$ cat src/rtl/serpent_xts_pkg.sv
`default_nettype none
// +----------------------------------------------------------------------------+
// | serpent_xts_pkg                                                            |
// | Shared XTS constants and sequencer state encoding.                         |
// | Revision: 1.0                                                              |
// +----------------------------------------------------------------------------+
package serpent_xts_pkg;

  localparam int BLK_W = 128;
  localparam logic [BLK_W-1:0] XTS_POLY = 128'h87;

  typedef enum logic [2:0] {
    IDLE    = 3'd0,
    TWK_REQ = 3'd1,
    BLK_IN  = 3'd2,
    BLK_REQ = 3'd3,
    BLK_OUT = 3'd4
  } xts_state_e;

endpackage
`default_nettype wire

$ cat src/rtl/xts_gf_dbl.sv
`default_nettype none
// +----------------------------------------------------------------------------+
// | xts_gf_dbl                                                                 |
// | Combinational multiply-by-alpha in GF(2^128), XTS little-endian layout.    |
// | Revision: 1.0                                                              |
// +----------------------------------------------------------------------------+
module xts_gf_dbl
  import serpent_xts_pkg::*;
(
  input  logic [BLK_W-1:0] i_t,
  output logic [BLK_W-1:0] o_t
);

  logic [BLK_W-1:0] w_shifted;
  logic [BLK_W-1:0] w_fold;

  assign w_shifted = {i_t[BLK_W-2:0], 1'b0};
  // The bit shifted out of the top reduces back in through the field polynomial.
  assign w_fold    = i_t[BLK_W-1] ? XTS_POLY : '0;
  assign o_t       = w_shifted ^ w_fold;

endmodule
`default_nettype wire

$ cat src/rtl/serpent_xts_sector_engine.sv
`default_nettype none
// +----------------------------------------------------------------------------+
// | serpent_xts_sector_engine                                                  |
// | XTS sector sequencer: tweak generation, per-block whitening, core calls.   |
// | Revision: 1.0                                                              |
// +----------------------------------------------------------------------------+
module serpent_xts_sector_engine
  import serpent_xts_pkg::*;
#(
  parameter int BLKS_PER_SECTOR = 32,
  parameter int SECTOR_W        = 64,
  parameter int CNT_W           = $clog2(BLKS_PER_SECTOR + 1)
) (
  input  logic                i_clk,
  input  logic                i_rst,
  input  logic                i_sector_valid,
  output logic                o_sector_ready,
  input  logic [SECTOR_W-1:0] i_sector_num,
  input  logic                i_decrypt,
  input  logic                i_data_valid,
  output logic                o_data_ready,
  input  logic [BLK_W-1:0]    i_data,
  output logic                o_data_valid,
  input  logic                i_out_ready,
  output logic [BLK_W-1:0]    o_data,
  output logic                o_last,
  output logic                o_sector_done,
  output logic                o_core_req,
  output logic                o_core_key_sel,
  output logic                o_core_decrypt,
  output logic [BLK_W-1:0]    o_core_data,
  input  logic                i_core_ack,
  input  logic [BLK_W-1:0]    i_core_data
);

  localparam logic [CNT_W-1:0] c_LAST_CNT = CNT_W'(BLKS_PER_SECTOR - 1);

  xts_state_e       r_state;
  logic [BLK_W-1:0] r_tweak;
  logic [BLK_W-1:0] r_core_data;
  logic [BLK_W-1:0] r_data;
  logic [CNT_W-1:0] r_cnt;
  logic             r_mode;
  logic             r_sector_ready;
  logic             r_data_ready;
  logic             r_data_valid;
  logic             r_last;
  logic             r_done;
  logic             r_core_req;
  logic             r_key_sel;
  logic             r_core_dec;
  logic [BLK_W-1:0] w_tweak_dbl;

  xts_gf_dbl u_dbl (
    .i_t (r_tweak),
    .o_t (w_tweak_dbl)
  );

  always_ff @(posedge i_clk) begin
    if (i_rst) begin
      r_state        <= IDLE;
      r_tweak        <= '0;
      r_core_data    <= '0;
      r_data         <= '0;
      r_cnt          <= '0;
      r_mode         <= 1'b0;
      r_sector_ready <= 1'b1;
      r_data_ready   <= 1'b0;
      r_data_valid   <= 1'b0;
      r_last         <= 1'b0;
      r_done         <= 1'b0;
      r_core_req     <= 1'b0;
      r_key_sel      <= 1'b0;
      r_core_dec     <= 1'b0;
    end else begin
      r_done <= 1'b0;
      case (r_state)
        IDLE: begin
          if (i_sector_valid) begin
            r_mode         <= i_decrypt;
            r_core_data    <= BLK_W'(i_sector_num);
            r_key_sel      <= 1'b1;
            r_core_dec     <= 1'b0;
            r_cnt          <= '0;
            r_sector_ready <= 1'b0;
            r_core_req     <= 1'b1;
            r_state        <= TWK_REQ;
          end
        end
        TWK_REQ: begin
          if (i_core_ack) begin
            r_tweak      <= i_core_data;
            r_core_req   <= 1'b0;
            r_data_ready <= 1'b1;
            r_state      <= BLK_IN;
          end
        end
        BLK_IN: begin
          if (i_data_valid) begin
            r_core_data  <= i_data ^ r_tweak;
            r_key_sel    <= 1'b0;
            r_core_dec   <= r_mode;
            r_data_ready <= 1'b0;
            r_core_req   <= 1'b1;
            r_state      <= BLK_REQ;
          end
        end
        BLK_REQ: begin
          if (i_core_ack) begin
            r_data       <= i_core_data ^ r_tweak;
            r_core_req   <= 1'b0;
            r_data_valid <= 1'b1;
            r_last       <= (r_cnt == c_LAST_CNT);
            r_state      <= BLK_OUT;
          end
        end
        BLK_OUT: begin
          if (i_out_ready) begin
            // Tweak advances once per delivered block, identically for both directions.
            r_tweak      <= w_tweak_dbl;
            r_data_valid <= 1'b0;
            r_last       <= 1'b0;
            if (r_last) begin
              r_done         <= 1'b1;
              r_sector_ready <= 1'b1;
              r_state        <= IDLE;
            end else begin
              r_cnt        <= r_cnt + 1'b1;
              r_data_ready <= 1'b1;
              r_state      <= BLK_IN;
            end
          end
        end
        default: begin
          r_state        <= IDLE;
          r_sector_ready <= 1'b1;
          r_data_ready   <= 1'b0;
          r_data_valid   <= 1'b0;
          r_last         <= 1'b0;
          r_core_req     <= 1'b0;
        end
      endcase
    end
  end

  assign o_sector_ready = r_sector_ready;
  assign o_data_ready   = r_data_ready;
  assign o_data_valid   = r_data_valid;
  assign o_data         = r_data;
  assign o_last         = r_last;
  assign o_sector_done  = r_done;
  assign o_core_req     = r_core_req;
  assign o_core_key_sel = r_key_sel;
  assign o_core_decrypt = r_core_dec;
  assign o_core_data    = r_core_data;

endmodule
`default_nettype wire

$ cat config.mk
export PLATFORM = sky130hd
export DESIGN_NAME = serpent_xts_sector_engine
export DESIGN_NICKNAME = d
export VERILOG_FILES = /design/src/rtl/serpent_xts_pkg.sv /design/src/rtl/xts_gf_dbl.sv /design/src/rtl/serpent_xts_sector_engine.sv
export SDC_FILE = /design/constraint.sdc
export NUM_CORES = 1
export LEC_CHECK = 0
export CORE_ASPECT_RATIO = 1.4
export CORE_MARGIN = 1.5
export CORE_UTILIZATION = 23
export DETAILED_ROUTE_END_ITERATION = 10
export PLACE_DENSITY = 0.57
export SYNTH_ARGS = -nofsm -noshare
export SYNTH_HDL_FRONTEND = slang
export SYNTH_SLANG_ARGS = --single-unit
$ cat constraint.sdc
create_clock -name i_clk -period 4.1 [get_ports i_clk]
set_input_delay 1.025 -clock i_clk [delete_from_list [all_inputs] [get_ports i_clk]]
set_output_delay 1.025 -clock i_clk [all_outputs]
set_load 0.1 [all_outputs]
# After elaboration in Yosys (flattened, before gate mapping)
# Index checks and enable logic that the tools add are counted.
[totals]
regBits = 402
output_inout_bits = 264
in_bits = 327
[op_classes]
bitwise = 8
n_reduce_logical = 19
add_sub_neg = 1
muxes = 39
n_eq_ne = 13
[op_table]
columns = ["operator", "n"]
rows = [
  ["128-bit two-way mux", 4],
  ["128-bit case mux with 2 select lines", 2],
  ["128-bit bitwise XOR", 3],
  ["6-bit two-way mux", 3],
  ["3-bit two-way mux", 5],
  ["3-bit case mux with 5 select lines", 1],
  ["1-bit two-way mux", 14],
  ["2-bit != test, second input constant", 7],
  ["6-bit case mux with 2 select lines", 1],
  ["4-bit AND reduction", 3],
  ["5-bit AND reduction", 2],
  ["1-bit case mux with 3 select lines", 3],
  ["3-bit AND reduction", 3],
  ["3-bit OR reduction", 3],
  ["8-bit two-way mux", 1],
  ["1-bit case mux with 4 select lines", 2],
  ["6-bit by 1-bit adder with 6-bit output, second input constant", 1],
  ["3-bit by 2-bit equality test with 1-bit output, second input constant", 2],
  ["6-bit by 5-bit equality test with 1-bit output, second input constant", 1],
  ["2-bit nonzero test", 3],
  ["1-bit NOT", 5],
  ["1-bit case mux with 2 select lines", 2],
  ["2-bit AND reduction", 2],
  ["2-bit OR reduction", 2],
  ["other kinds (5)", 5],
]

# Longest topological paths before layout
# Gate-level depths: netlist of run 1.
[logic_depth]
depth_word = 4
ltp_mapped = 7
mapped_depth_nobuf = 4

# By module
# Synthesis of run 1 repeated with hierarchy kept, for this count alone.
[hier_totals]
cells_unflattened = 2008
hier_area_um2 = 18696.7
[by_module_without_submodules]
columns = ["module", "n_inst", "seq_area_each_um2", "area_each_um2", "cells_each"]
rows = [
  ["serpent_xts_sector_engine", 1, 8047.7, 17732.0, 1880],
  ["xts_gf_dbl", 1, 0.0, 964.7, 128],
]

# Worst setup path after synthesis of run 1
# OpenSTA, ideal clock, no wires.
[synth_timing]
path_kind = "in2reg"
startpoint = "input port i_core_ack"
endpoint = "register r_tweak[13]"
path_slack_ns = 1.932
arrival_time_ns = 2.079
path_stages = 6
path_cell_list = "and4bb_1 > buf_4 > or2_1 > buf_4 > buf_6 > a311oi_2"
[synth_via]
elab_chain_len = 2
[synth_lines]
columns = ["element", "line", "text"]
rows = [
  ["start: declaration", "serpent_xts_sector_engine.sv:32", "input logic i_core_ack,"],
  ["2-bit != test (no line)", "n/a", ""],
  ["3-bit AND reduction (no line)", "n/a", ""],
  ["end signal: assignment", "serpent_xts_sector_engine.sv:92", "r_tweak <= i_core_data;"],
  ["end signal: assignment", "serpent_xts_sector_engine.sv:120", "r_tweak <= w_tweak_dbl;"],
  ["end: declaration", "serpent_xts_sector_engine.sv:39", "logic [BLK_W-1:0] r_tweak;"],
]
# No other way between the ends.
# A chain may end at the register's enable or synchronous reset.

# Final worst setup path of run 1
[layout_timing]
startpoint = "register r_data[8], in the netlist o_data[8]"
endpoint = "output port o_data[8]"
[layout_rtl]
columns = ["element", "line", "text"]
rows = [
  ["start: declaration", "serpent_xts_sector_engine.sv:41", "logic [BLK_W-1:0] r_data;"],
  ["start signal: assignment", "serpent_xts_sector_engine.sv:110", "r_data <= i_core_data ^ r_tweak;"],
  ["end: declaration", "serpent_xts_sector_engine.sv:25", "output logic [BLK_W-1:0] o_data,"],
]
# No word-level cell between the ends.

==> flow_metrics.tcl, run 1 <==
set metrics [dict create \
    crit_required_ns 3.07 \
    hold_viol_final 0 \
    max_freq_ghz 0.308 \
    drc_marker_count_from_the_first_detailed_route_iteration 668 \
    worst_hold_path.endpoint "o_core_data[50]" \
    vdd_drop_max_uv 284 \
    timing.final.crit_share_pct 79.3 \
    slew_violations 0 \
    layout_min_cycle_time_ns 3.25 \
    maxCapViolCount 0 \
    dpl_cell_area_sq_um 25300 \
    synth_enable_flop_cells 0 \
    cts_buffer_depth 3 \
    die_height_microns 338 \
    post-synth-top-count-cell "dfxtp_1" \
    seq_area_frac_synth_pct 43.5 \
    fillCellCount 8172 \
    timing.setup.tns_ns 0 \
    grt_pass1_vias 16649 \
    flow.area_growth_from_synthesis_pct 45.1 \
    grt_first_pass_wirelength_microns 104000 \
    cts_made_buffers 45 \
    buffers_inverters_on_critical_path 1 \
    cellPowerDensity_nw_per_um2 407 \
    rsz_0062_raised_after_global_routing "false" \
    final_net_count 2704 \
    design.die.area_sq_um 82100 \
    detailed_placer_s_ending_hpwl_microns 48900 \
    route.vias.total 16066 \
    multiInputGateArea_sq_um 9590 \
    timing.critical_path.depth 1 \
    grt_overflow 0 \
    dieWidth_microns 243 \
    rows 122 \
    worst_setup_path_end_kind "output pin" \
    status "finished, final reports clean" \
    start_util_pct 23.3 \
    timing.rr.start "r_state[0]" \
    synth.avg_cell_area_sq_um 9.81 \
    num_io_pins 591 \
    worst_reg_to_reg_cells 4 \
    cp_data_arrival_time_ns 2.23 \
    synth_ff_type "dfxtp_1" \
    setup.reg_to_reg.worst_slack_ns 1.60 \
    hold_depth 1 \
    first_pass_iters 5 \
    tightestPinTransition_ns 1.09 \
    path_max_fanout 2 \
    synth.top_cell.area_share_pct 43.5 \
    min-delay-path-class "register to register" \
    clock_tree.htree_level_count 2 \
    timing.max_slew.rel_slack_pct 27.0 \
    postCtsResizedCells 0 \
    synth-warning-count 0 \
    post_synth_num_cell_types 52 \
    drt_drc_violations_left 0 \
    clkSinkCount 402 \
    synth.largest_area_cell "dfxtp_1" \
    cellLeakagePower_uw 0.00909 \
    finalWeightedCongestion 0.853 \
    cts.hold.buffers_added 0 \
    critical-path-max-stage-delay_ns 1.23 \
    netlist_top_cells_count "dfxtp_1 (402), nand2_1 (257), nor2_1 (138), xor2_1 (132), a211oi_1 (131)" \
    final_area_sq_um 26800 \
    antenna_violations_before_repair 9 \
    ys_top_cells_by_area "dfxtp_1 (44%), a311oi_2 (9.5%), xor2_1 (6.3%)" \
    seqCellArea_sq_um 8050 \
    worstSetupStartpointType "register" \
    worst_skew_pair.late_latency_ns 0.59 \
    timing.critical_path.cells "clkdlybuf4s50_1" \
    critical-path-slowest-cell "clkdlybuf4s50_1" \
    gr-usage-all-layers_pct 16.2 \
    design.core.area_sq_um 79400 \
    synthesis.nets 2213 \
    syn_area_sq_um 18500 \
    synth.ff_latch_count 402 \
    power_uw 10900 \
    crit_type "register to output pin" \
    drt_wl_total_microns 68600 \
    synth_async_sr_flop_share_pct 0 \
    crit_family "buffers and inverters" \
    root_buffer "clkbuf_16" \
    worstReg2RegEnd "r_tweak[1]" \
    hold_path_startpoint "o_core_data[50]" \
    wl_per_cell_microns 19.8 \
    routed_via_density 4.63 \
    cts_clock_pin_slew_for_the_worst_setup_and_hold_paths_ns 0.06 \
    synth_cells 1885 \
    share_of_final_layout_standard_cells_stronger_than_drive_strength_1_pct 10.3 \
    port_buffers 590 \
    final_clock_skew_ns 0.0276 \
    cts_tree "built" \
    route.antenna.remaining_nets 0 \
    post_cts.repair.setup_buffers 0 \
    grt_start_max_net_pins 135 \
    report.final.setup_viol 0 \
]
==> sequential cells by signal (all words and copies together) (netlist names) <==
signal,cells
o_data_valid,1
r_state,3
o_sector_done,1
o_core_decrypt,1
r_cnt,6
o_core_data,128
o_data,128
o_last,1
o_core_key_sel,1
o_sector_ready,1
o_data_ready,1
r_mode,1
r_tweak,128
o_core_req,1
==> cell type report <==
type | instances | share of cell area, %
clock buffer | 67 | 5.03
sequential | 402 | 30.0
clock inverter | 15 | 0.760
antenna | 6 | 0.0560
tap | 1054 | 4.92
inverter | 6 | 0.0840
multi-input combinational | 1303 | 35.7
timing repair buffer | 618 | 23.4
==> how the worst max path moves through the flow <==
stage                           start           to  slack (ns)
after floorplan            i_core_ack  r_tweak[13]        1.93
after global placement    i_out_ready   r_tweak[2]        0.99
after detailed placement  i_out_ready   r_tweak[2]        0.92
after CTS                   o_data[8]    o_data[8]        0.78
after global routing        o_data[8]    o_data[8]        0.77
final                       o_data[8]    o_data[8]        0.85
==> routing by layer <==
metal | global-route usage, % | wire length [microns]
met3 | 4.64 | 4880
met4 | 5.54 | 1910
met1 | 18.5 | 27400
met5 | 0 | 28
met2 | 28.6 | 34300
==> cell usage in the layout (no fill, tap or decap), types with 11 or more instances in the layout <==
cell type and instances:
a211oi_1 131, a22o_1 65, a311oi_2 117, buf_12 16
buf_4 29, clkbuf_16 45, clkbuf_8 14, clkdlybuf4s50_1 572
dfxtp_1 402, mux2i_1 72, nand2_1 257, nand3_1 11
nor2_1 138, nor3_1 126, o2bb2ai_1 64, xnor2_1 128
xor2_1 132
==> per-stage QoR <==
stage	instances	util, %	hold slack [ns]	setup slack, ns
3_5_place_dp	3383	31.8	0.446	0.922
2_1_floorplan	1885	-	0.442	1.93
5_1_grt	3471	33.8	0.474	0.773
3_3_place_gp	3383	31.8	0.444	0.995
6_report	3471	33.8	0.461	0.849
4_1_cts	3465	33.8	0.464	0.778
==> report_power, final <==
group | switching, uW | internal [uW]
logic | 1390 | 884
registers | 244 | 4110
clock network | 1770 | 2530
==> cells by family after synthesis <==
family                     after synthesis  share of synthesized area [%]
muxes                                   73                           3.96
buffers and inverters                  180                           4.95
DFF                                    402                           43.5
and+or+nand+nor                        555                           12.8
AOI/OAI and AO/OA                      414                           22.4
xor gates and xnor gates               260                           12.3
adders and majority gates                1                         0.0677
Note: power is estimated with default switching activity, not from simulation.
==> inputs of run 2 (changes only) <==
==> constraint.sdc (replaced) <==
create_clock -name i_clk -period 3.1 [get_ports i_clk]
set_input_delay 0.775 -clock i_clk [delete_from_list [all_inputs] [get_ports i_clk]]
set_output_delay 0.775 -clock i_clk [all_outputs]
set_load 0.1 [all_outputs]
==> run 2 against run 1 <==
  * Combinational power rose by 31%
  * Die area did not move
  * Core utilization fell by 0.45 points
  * Global-route usage rose by 0.23 points
  * Highest routed layer unchanged
  * Critical path depth rose by 3
  * Worst setup slack got worse by 0.14 ns
  * Wire length rose by 1.5%
  * Cell count rose by 0.55%
  * Non-clock buffer count rose by 10
  * Sequential share of layout area rose by 0.40 points
  * Design area fell by 1.3%
==> flow_metrics.tcl, run 2 (synthesized netlist as in run 1, its figures left out) <==
set metrics [dict create \
    status "finished, final reports clean" \
    cts_made_buffers 48 \
    share_of_final_layout_standard_cells_stronger_than_drive_strength_1_pct 21.1 \
    route.vias.total 16291 \
    grt_pass1_vias 16837 \
    worst_reg_to_reg_cells 4 \
    cellPowerDensity_nw_per_um2 555 \
    drt_wl_total_microns 69600 \
    dieWidth_microns 243 \
    critPathLaunch "r_state[0]" \
    final_area_sq_um 26500 \
    layout.core_utilization_pct 33.3 \
    grt_start_max_net_pins 185 \
    pwr-share-comb_pct 20.3 \
    postCtsResizedCells 0 \
    flow.area_growth_from_synthesis_pct 43.2 \
    root_buffer "clkbuf_16" \
    timing.rr.start "r_state[0]" \
    cts_clock_pin_slew_for_the_worst_setup_and_hold_paths_ns 0.07 \
    grt_overflow 0 \
    final_net_count 2717 \
    detailed_placer_s_ending_hpwl_microns 50700 \
    final_cell_mix "dfxtp_1 (402), clkdlybuf4s50_1 (325), buf_4 (280), nand2_1 (257), nor2_1 (138)" \
    critical-path-max-stage-delay_ns 0.96 \
    design.die.area_sq_um 82100 \
    drt_drc_violations_left 0 \
    route.antenna.remaining_nets 0 \
    rsz_0062_raised_after_global_routing "false" \
    worstReg2RegEnd "o_core_data[125]" \
    port_buffers 590 \
    power_report.internal_total_uw 10100 \
    non_filler_cells_in_the_finished_layout 3490 \
    final_clock_skew_ns 0.0248 \
    report.final.setup_viol 0 \
    cts.hold.buffers_added 0 \
    antenna_violations_before_repair 11 \
    routed_via_density 4.67 \
    start_util_pct 23.3 \
    final_common_cell "dfxtp_1" \
    power.clock.fraction_pct 40.5 \
    fin_hold_ws_ns 0.397 \
    worst_setup_path_end_kind "register" \
    first_pass_iters 5 \
    cellLeakagePower_uw 0.00970 \
    setup.reg_to_reg.worst_slack_ns 0.71 \
    grt_first_pass_wirelength_microns 105000 \
    worstSetupStartpointType "register" \
    hold_viol_final 0 \
    timing.setup.tns_ns 0 \
    gr-usage-all-layers_pct 16.4 \
    clock_tree.htree_level_count 2 \
    placed_cells 3393 \
    vdd_drop_max_uv 356 \
    cp_data_arrival_time_ns 2.93 \
    finalWeightedCongestion 0.861 \
    wl_per_cell_microns 20.0 \
    critPathCapture "o_core_data[125]" \
    cts_tree "built" \
    post_cts.repair.setup_buffers 0 \
    rows 122 \
    tightestPinTransition_ns 1.13 \
    switching_share_pct 31.3 \
    critical-path-slowest-cell "dfxtp_1" \
    drc_marker_count_from_the_first_detailed_route_iteration 705 \
    crit_type "register to register" \
    clkSinkCount 402 \
    power.net_switching_uw 4610 \
    timing.max_slew.rel_slack_pct 24.5 \
    slew_violations 0 \
    max_freq_ghz 0.418 \
    num_io_pins 591 \
    timing.critical_path.cells "nor2_1 -> a21oi_4 -> buf_4 -> a22o_1" \
    cts_buffer_depth 3 \
    timing.final.crit_share_pct 77.3 \
    crit_required_ns 3.64 \
    path_max_fanout 46 \
    min-delay-path-class "input port to register" \
    design.core.area_sq_um 79400 \
    worst_skew_pair.late_latency_ns 0.59 \
    maxCapViolCount 0 \
    dpl_cell_area_sq_um 24800 \
    fillCellCount 8152 \
    die_height_microns 338 \
    layout_min_cycle_time_ns 2.39 \
    power.share.sequential_pct 39.2 \
]
## run 2: cell types whose count changed in the layout (fill, tap and decap cells not counted), moves of 2 or more
cell	before	now
clkinvlp_4	1	3
buf_12	16	22
clkinv_4	0	2
clkdlybuf4s50_1	572	325
inv_6	1	3
diode_2	6	9
buf_4	29	280
clkbuf_16	45	50
## run 2: metrics by stage
stage                     worst slack, ns  power, uW
after global placement              0.338       8820
final                               0.705      14700
after detailed placement            0.278       8880
after CTS                           0.685      14900
after global routing                0.530      15300
after floorplan                      1.18       7800
## run 2: layout make-up
type	instances	area, sq um	share of cell area (%)
multi-input cells	1303	9590	36.2
clock buffers	70	1460	5.50
flip-flops and latches	402	8050	30.4
inverters	6	22.5	0.0851
repair buffers	628	5810	22.0
well taps	1054	1320	4.98
diodes	9	22.5	0.0851
clock inverters	18	203	0.766
## run 2: power by group through the flow
stage	Sequential [uW]	Clock [uW]	Combinational (uW)
after floorplan	6670	0	1120
after global placement	5870	0	2960
after detailed placement	5870	0	3000
after CTS	5760	6170	3010
after global routing	5800	6350	3160
final	5760	5950	2980
## run 2: worst min-delay path by stage
stage                    startpoint         endpoint  slack (ns)  cells after the start
global route                  i_rst      o_data[127]        0.36                      2
finish                        i_rst      o_data[127]        0.40                      2
CTS                           i_rst      o_data[127]        0.34                      2
floorplan                    r_mode   o_core_decrypt        0.44                      1
detailed placement  o_core_data[49]  o_core_data[49]        0.45                      1
global placement    o_core_data[26]  o_core_data[26]        0.45                      1
## run 2: critical path, delay by kind of cell, from the launching register on
kind,cells,cell delay [ns]
DFF,1,0.96
AOI/OAI and AO/OA,2,0.50
and+or+nand+nor,1,0.29
buffers and inverters,1,0.52
## run 2: layer usage
metal  global-route usage [%]  vias to the layer above  wire [microns]
li1                         -                     7798               -
met1                     18.6                     7898           27600
met2                     29.5                      495           35300
met3                     4.24                       96            4570
met4                     5.68                        4            2150
met5                        0                        -              23
